===== config.mk =====
export PLATFORM = sky130hd
export DESIGN_NAME = sram_ctrl
export DESIGN_NICKNAME = d
export VERILOG_FILES = /design/src/rtl/sram_ctrl_pkg.sv /design/src/rtl/sram_ctrl.sv
export SDC_FILE = /design/constraint.sdc
export NUM_CORES = 1
export LEC_CHECK = 0
export CAP_MARGIN = 20
export CORE_UTILIZATION = 30
export CTS_BUF_LIST = sky130_fd_sc_hd__clkbuf_16
export DETAILED_ROUTE_END_ITERATION = 8
export PLACE_DENSITY = 0.59
export RECOVER_POWER = 50
export SETUP_SLACK_MARGIN = 0.02
export SYNTH_ARGS = -nofsm -noshare
export SYNTH_HDL_FRONTEND = slang
export SYNTH_SLANG_ARGS = --single-unit

===== constraint.sdc =====
create_clock -name sys_clk -period 2.9 [get_ports sys_clk]
set_input_delay 0.58 -clock sys_clk [delete_from_list [all_inputs] [get_ports sys_clk]]
set_output_delay 0.58 -clock sys_clk [all_outputs]
set_load 0.01 [all_outputs]

===== src/rtl/sram_ctrl_pkg.sv =====
// Shared definitions for the external SRAM controller: FSM state encoding,
// default wait-state constants and byte-lane helpers.
package sram_ctrl_pkg;

   // Default access timing, in sys_clk cycles
   localparam int unsigned SRAM_RD_WAIT_DFLT = 2;
   localparam int unsigned SRAM_WR_WAIT_DFLT = 2;

   // Default SRAM word-address width
   localparam int unsigned SRAM_AW_DFLT = 18;

   // Controller sequencing states (3-bit encoding)
   typedef enum logic [2:0] {
      SRAM_IDLE      = 3'd0,
      SRAM_RD_ACCESS = 3'd1,
      SRAM_RD_LATCH  = 3'd2,
      SRAM_WR_SETUP  = 3'd3,
      SRAM_WR_PULSE  = 3'd4,
      SRAM_WR_HOLD   = 3'd5
   } sram_state_t;

   // Select the addressed byte out of a 16-bit SRAM word (upper = 1 -> [15:8])
   function automatic logic [7:0] lane_byte(input logic [15:0] word, input logic upper);
      return upper ? word[15:8] : word[7:0];
   endfunction

endpackage : sram_ctrl_pkg


===== src/rtl/sram_ctrl.sv =====
// Asynchronous external SRAM controller. Accepts single-byte CPU reads and
// writes qualified by cs, sequences the 16-bit SRAM strobes with
// parameterised wait states and stalls the CPU via ready until the access
// completes. The pad tristate is built one level up from dq_out/dq_oe.
module sram_ctrl
   import sram_ctrl_pkg::*;
#(
   parameter int unsigned RD_WAIT = SRAM_RD_WAIT_DFLT,
   parameter int unsigned WR_WAIT = SRAM_WR_WAIT_DFLT,
   parameter int unsigned SRAM_AW = SRAM_AW_DFLT
) (
   input  logic               sys_clk,
   input  logic               reset_n,
   input  logic               cs,
   input  logic [15:0]        cpu_addr,
   input  logic               rd_req,
   input  logic               wr_en,
   input  logic [7:0]         wr_data,
   output logic [7:0]         rd_data,
   output logic               ready,
   output logic [SRAM_AW-1:0] sram_addr,
   input  logic [15:0]        sram_dq_in,
   output logic [15:0]        sram_dq_out,
   output logic               sram_dq_oe,
   output logic               sram_ce_n,
   output logic               sram_oe_n,
   output logic               sram_we_n,
   output logic               sram_ub_n,
   output logic               sram_lb_n
);

   localparam int unsigned MAX_WAIT = (RD_WAIT > WR_WAIT) ? RD_WAIT : WR_WAIT;
   localparam int unsigned CNT_W    = (MAX_WAIT > 2) ? $clog2(MAX_WAIT) : 1;

   localparam logic [CNT_W-1:0] RD_LAST = CNT_W'(RD_WAIT - 1);
   localparam logic [CNT_W-1:0] WR_LAST = CNT_W'(WR_WAIT - 1);

   sram_state_t      state;
   logic [CNT_W-1:0] wait_cnt;
   logic             lane;      // 1 = upper byte of the addressed word

   // Access sequencer: every strobe is registered so the SRAM pins never glitch
   always_ff @(posedge sys_clk) begin
      if (!reset_n) begin
         state       <= SRAM_IDLE;
         wait_cnt    <= '0;
         lane        <= 1'b0;
         rd_data     <= '0;
         ready       <= 1'b1;
         sram_addr   <= '0;
         sram_dq_out <= '0;
         sram_dq_oe  <= 1'b0;
         sram_ce_n   <= 1'b1;
         sram_oe_n   <= 1'b1;
         sram_we_n   <= 1'b1;
         sram_ub_n   <= 1'b1;
         sram_lb_n   <= 1'b1;
      end else begin
         case (state)
            SRAM_IDLE: begin
               // Write wins over a simultaneous read request
               if (cs && wr_en) begin
                  state       <= SRAM_WR_SETUP;
                  wait_cnt    <= '0;
                  lane        <= cpu_addr[0];
                  ready       <= 1'b0;
                  sram_addr   <= SRAM_AW'(cpu_addr[15:1]);
                  sram_dq_out <= {wr_data, wr_data};
                  sram_dq_oe  <= 1'b1;
                  sram_ce_n   <= 1'b0;
                  sram_oe_n   <= 1'b1;
                  sram_we_n   <= 1'b1;
                  sram_ub_n   <= ~cpu_addr[0];
                  sram_lb_n   <= cpu_addr[0];
               end else if (cs && rd_req) begin
                  state      <= SRAM_RD_ACCESS;
                  wait_cnt   <= '0;
                  lane       <= cpu_addr[0];
                  ready      <= 1'b0;
                  sram_addr  <= SRAM_AW'(cpu_addr[15:1]);
                  sram_dq_oe <= 1'b0;
                  sram_ce_n  <= 1'b0;
                  sram_oe_n  <= 1'b0;
                  sram_we_n  <= 1'b1;
                  sram_ub_n  <= ~cpu_addr[0];
                  sram_lb_n  <= cpu_addr[0];
               end
            end

            SRAM_RD_ACCESS: begin
               if (wait_cnt == RD_LAST) begin
                  state    <= SRAM_RD_LATCH;
                  wait_cnt <= '0;
               end else begin
                  wait_cnt <= wait_cnt + 1'b1;
               end
            end

            SRAM_RD_LATCH: begin
               rd_data   <= lane_byte(sram_dq_in, lane);
               state     <= SRAM_IDLE;
               ready     <= 1'b1;
               sram_ce_n <= 1'b1;
               sram_oe_n <= 1'b1;
               sram_ub_n <= 1'b1;
               sram_lb_n <= 1'b1;
            end

            SRAM_WR_SETUP: begin
               state     <= SRAM_WR_PULSE;
               wait_cnt  <= '0;
               sram_we_n <= 1'b0;
            end

            SRAM_WR_PULSE: begin
               if (wait_cnt == WR_LAST) begin
                  state     <= SRAM_WR_HOLD;
                  wait_cnt  <= '0;
                  sram_we_n <= 1'b1;
               end else begin
                  wait_cnt <= wait_cnt + 1'b1;
               end
            end

            SRAM_WR_HOLD: begin
               // Data, address and ce stay driven for one cycle after we_n rises
               state      <= SRAM_IDLE;
               ready      <= 1'b1;
               sram_dq_oe <= 1'b0;
               sram_ce_n  <= 1'b1;
               sram_ub_n  <= 1'b1;
               sram_lb_n  <= 1'b1;
            end

            default: begin
               state      <= SRAM_IDLE;
               wait_cnt   <= '0;
               ready      <= 1'b1;
               sram_dq_oe <= 1'b0;
               sram_ce_n  <= 1'b1;
               sram_oe_n  <= 1'b1;
               sram_we_n  <= 1'b1;
               sram_ub_n  <= 1'b1;
               sram_lb_n  <= 1'b1;
            end
         endcase
      end
   end

endmodule : sram_ctrl


==> results.sh <==
export IMPL_setup_viol=0
export IMPL_reg2reg_setup_slack_ns=1.18
export IMPL_cp_required_ns=3.08
export IMPL_via_count=1726
export IMPL_cap_violations=0
export IMPL_stdcell_count=371
export IMPL_cts_inserted_buffers=5
export IMPL_tightest_slew_ns=0.923
export IMPL_drtAntennaViolNets=0
export IMPL_cts_reportedPaths_clkPinSlew_ns=0.06
export IMPL_utilization=0.462
export IMPL_place_inst=363
export IMPL_netlist_area_um2=1970
export IMPL_hpwl_um=3320
export IMPL_worstPathCellList="clkbuf_1, clkbuf_2, nand2_1, nor4b_1"
export IMPL_fmax_mhz=454
export IMPL_cp_buffers_inverters=2
export IMPL_start_kind="input port"
export IMPL_nets=338
export IMPL_skew_ns=0.00424
export IMPL_die_w_um=83.0
export IMPL_slew_headroom=0.382
export IMPL_htree_levels=2
export IMPL_setup_ws_ns=0.700
export IMPL_clock_latency_ns=0.28
export IMPL_firstDrtPassIters=6
export IMPL_cts_sinks=42
export IMPL_power_density_nw_per_um2=508
export IMPL_wl_per_cell_um=12.6
export IMPL_crit_fanout=38
export IMPL_first_iter_violations=88
export IMPL_synth_cells=220
export IMPL_grt_pass1_vias=1544
export IMPL_holdPathStages=2
export IMPL_setup_tns_final_ns=0
export IMPL_hold_buffers=0
export IMPL_ff2ff_path_depth=3
export IMPL_dieHeight_um=83.0
export IMPL_syn_avg_cell_area_um2=8.95
export IMPL_power_total_mw=1.49
export IMPL_r2r_end="sram_addr[1]$_SDFFE_PN0P_"
export IMPL_grt_pass1_wl_um=7760
export IMPL_clockBufferDepth=2
export IMPL_post_route_period_util=0.759
export IMPL_irDropWorstVdd_v=0.000240
export IMPL_final_cell_area_um2=2940
export IMPL_diodes=0
export IMPL_cp_arrival_ns=2.38
export IMPL_rsz0062_at_grt="false"
export IMPL_dieArea_um2=6890
export IMPL_cp_end_kind="flip-flop"
export IMPL_place_area_um2=2800
export IMPL_critPathSlowestCell="clkbuf_2"
export IMPL_via_per_inst=4.65
export IMPL_drt_wl_total_um=4680
export IMPL_post_cts_resized=0
export IMPL_yosys_warnings=0
export IMPL_clk_root_buffer_cell="clkbuf_16"
export IMPL_initial_core_util=0.310
export IMPL_slew_viol_final=0
export IMPL_period_minus_slack_ns=2.20
export IMPL_hold_viol=0
export IMPL_syn2layout_area_growth_pct=49.0
export IMPL_cts_setup_buffers=0
export IMPL_max_stage_delay_ns=0.69
export IMPL_grt_usage=0.137
export IMPL_grt_max_degree=39
export IMPL_holdWs_ns=0.452
export IMPL_ys_ff_latch=42
export IMPL_status="finished, final reports clean"
export IMPL_antenna_found_initial=0
export IMPL_holdPathEnd="sram_addr[14]$_SDFFE_PN0P_"
export IMPL_hp_start="sram_addr[14]$_SDFFE_PN0P_"
export IMPL_pin_count=94
export IMPL_cts_tree="yes"
export IMPL_r2r_start="state[2]$_SDFFE_PN0P_"
export IMPL_grt_overflow=0
export IMPL_port_buffers=90
export IMPL_pre_cts_slack_ns=0.555
export IMPL_p_leak_nw=1.18
export IMPL_coreArea_um2=6350
export IMPL_seq_area_frac_synth=0.427
export IMPL_critical_path_class="in2reg"
export IMPL_cpLargestDelayFamily="buffers and inverters"
export IMPL_synth_distinct_cells=36
export IMPL_post_route_drc_count=0
export IMPL_gp_congestion=0.767
export IMPL_drive_above_1_share=0.0510
export IMPL_n_fill_cell=598
export IMPL_rows=29
export IMPL_min_path_type="reg2reg"
[cell type report]
cell class              count  area, µm²  area share
well taps                  77       96.3      0.0328
repair buffers             91        900       0.306
clock buffers               5        125      0.0426
flip-flops and latches     42        841       0.286
clock inverters             3       17.5     0.00597
multi-input cells         150        945       0.322
inverters                   3       11.3     0.00384
[state kept, by name (all words and copies together) (netlist names)]
signal / flops
sram_dq_out: 8
rd_data: 8
sram_we_n: 1
state: 3
sram_lb_n: 1
lane: 1
wait_cnt: 1
sram_addr: 15
sram_ce_n: 1
sram_ub_n: 1
sram_oe_n: 1
sram_dq_oe: 1
[layer usage]
| layer | vias up | GRT usage | part of all wire |
|---|---|---|---|
| met3 | 5 | 0.0567 | 0.083 |
| met4 | 0 | 0.0455 | 0.0085 |
| met2 | 63 | 0.203 | 0.44 |
| met5 | - | 0 | 0 |
| met1 | 775 | 0.181 | 0.46 |
| li1 | 883 | - | - |
[worst register-to-register path: cells and delay by family, from the launching register on]
kind	cells	cell delay (ns)
simple gates	2	0.95
mux	1	0.24
flops	1	0.45
[cell families after synthesis]
| logic type | share of synthesized area |
|---|---|
| buffers and inverters | 0.0972 |
| muxes | 0.163 |
| and+or+nand+nor | 0.208 |
| AOI/OAI and AO/OA | 0.104 |
| other | 0.00190 |
| DFF | 0.427 |
[power breakdown]
part	total [mW]	switching [mW]	internal [mW]
Combinational	0.289	0.124	0.165
Sequential	0.652	0.0340	0.618
Clock	0.550	0.234	0.316
Total	1.49	0.392	1.10
[cell usage in the layout (no fill, tap or decap)]
cell / count
clkbuf_16: 5
a31o_2: 1
nor2_8: 1
nor3b_2: 1
nand3b_1: 3
clkinv_2: 1
o21ai_1: 1
a211oi_1: 11
clkbuf_1: 1
clkinv_4: 1
dlygate4sd3_1: 36
clkdlybuf4s50_1: 53
nor2_1: 14
clkbuf_2: 1
or2_2: 3
o211ai_1: 1
o31ai_1: 2
a2111oi_0: 1
inv_1: 4
o21a_1: 1
nor3b_1: 2
nand2_1: 52
nor2b_1: 2
nor3_1: 4
nand3_1: 1
a32o_1: 1
o2bb2ai_1: 1
o311ai_0: 1
mux2i_1: 32
nand2b_1: 1
and3_1: 1
nor4b_1: 1
dfxtp_1: 42
or4b_4: 1
conb_1: 3
o21ai_0: 3
a2111o_1: 1
a21oi_1: 3
[how the worst max path moves through the flow]
stage / startpoint / depth (start not counted) / slack, ns / endpoint
finish: reset_n / 4 / 0.70 / state[0]$_SDFFE_PN0P_
global route: reset_n / 4 / 0.41 / state[0]$_SDFFE_PN0P_
CTS: cs / 4 / 0.85 / sram_addr[1]$_SDFFE_PN0P_
detailed placement: cs / 4 / 0.55 / sram_addr[8]$_SDFFE_PN0P_
global placement: cs / 4 / 0.62 / sram_addr[0]$_SDFFE_PN0P_
floorplan: cs / 5 / 1.17 / sram_addr[10]$_SDFFE_PN0P_
[cells in the mapped netlist]
master,count,area (µm²)
nand2_1,52,195
dfxtp_1,42,841
mux2i_1,32,320
nor2_1,14,52.6
buf_4,12,90.1
a211oi_1,11,82.6
clkbuf_1,10,37.5
nor3_1,4,20.0
a21oi_1,3,15.0
inv_1,3,11.3
nand3b_1,3,22.5
o21ai_0,3,15.0
or2_2,3,18.8
buf_2,2,10.0
buf_6,2,22.5
nor2b_1,2,12.5
nor3b_1,2,15.0
o31ai_1,2,15.0
a2111o_1,1,11.3
a2111oi_0,1,8.76
a31o_2,1,8.76
a32o_1,1,10.0
and3_1,1,6.26
buf_12,1,20.0
conb_1,1,3.75
nand2b_1,1,6.26
nand3_1,1,5.00
nor2_8,1,20.0
nor3b_2,1,12.5
nor4b_1,1,8.76
o211ai_1,1,7.51
o21a_1,1,7.51
o21ai_1,1,5.00
o2bb2ai_1,1,8.76
o311ai_0,1,8.76
or4b_4,1,13.8
No activity file was read; power rests on OpenSTA's default activity.
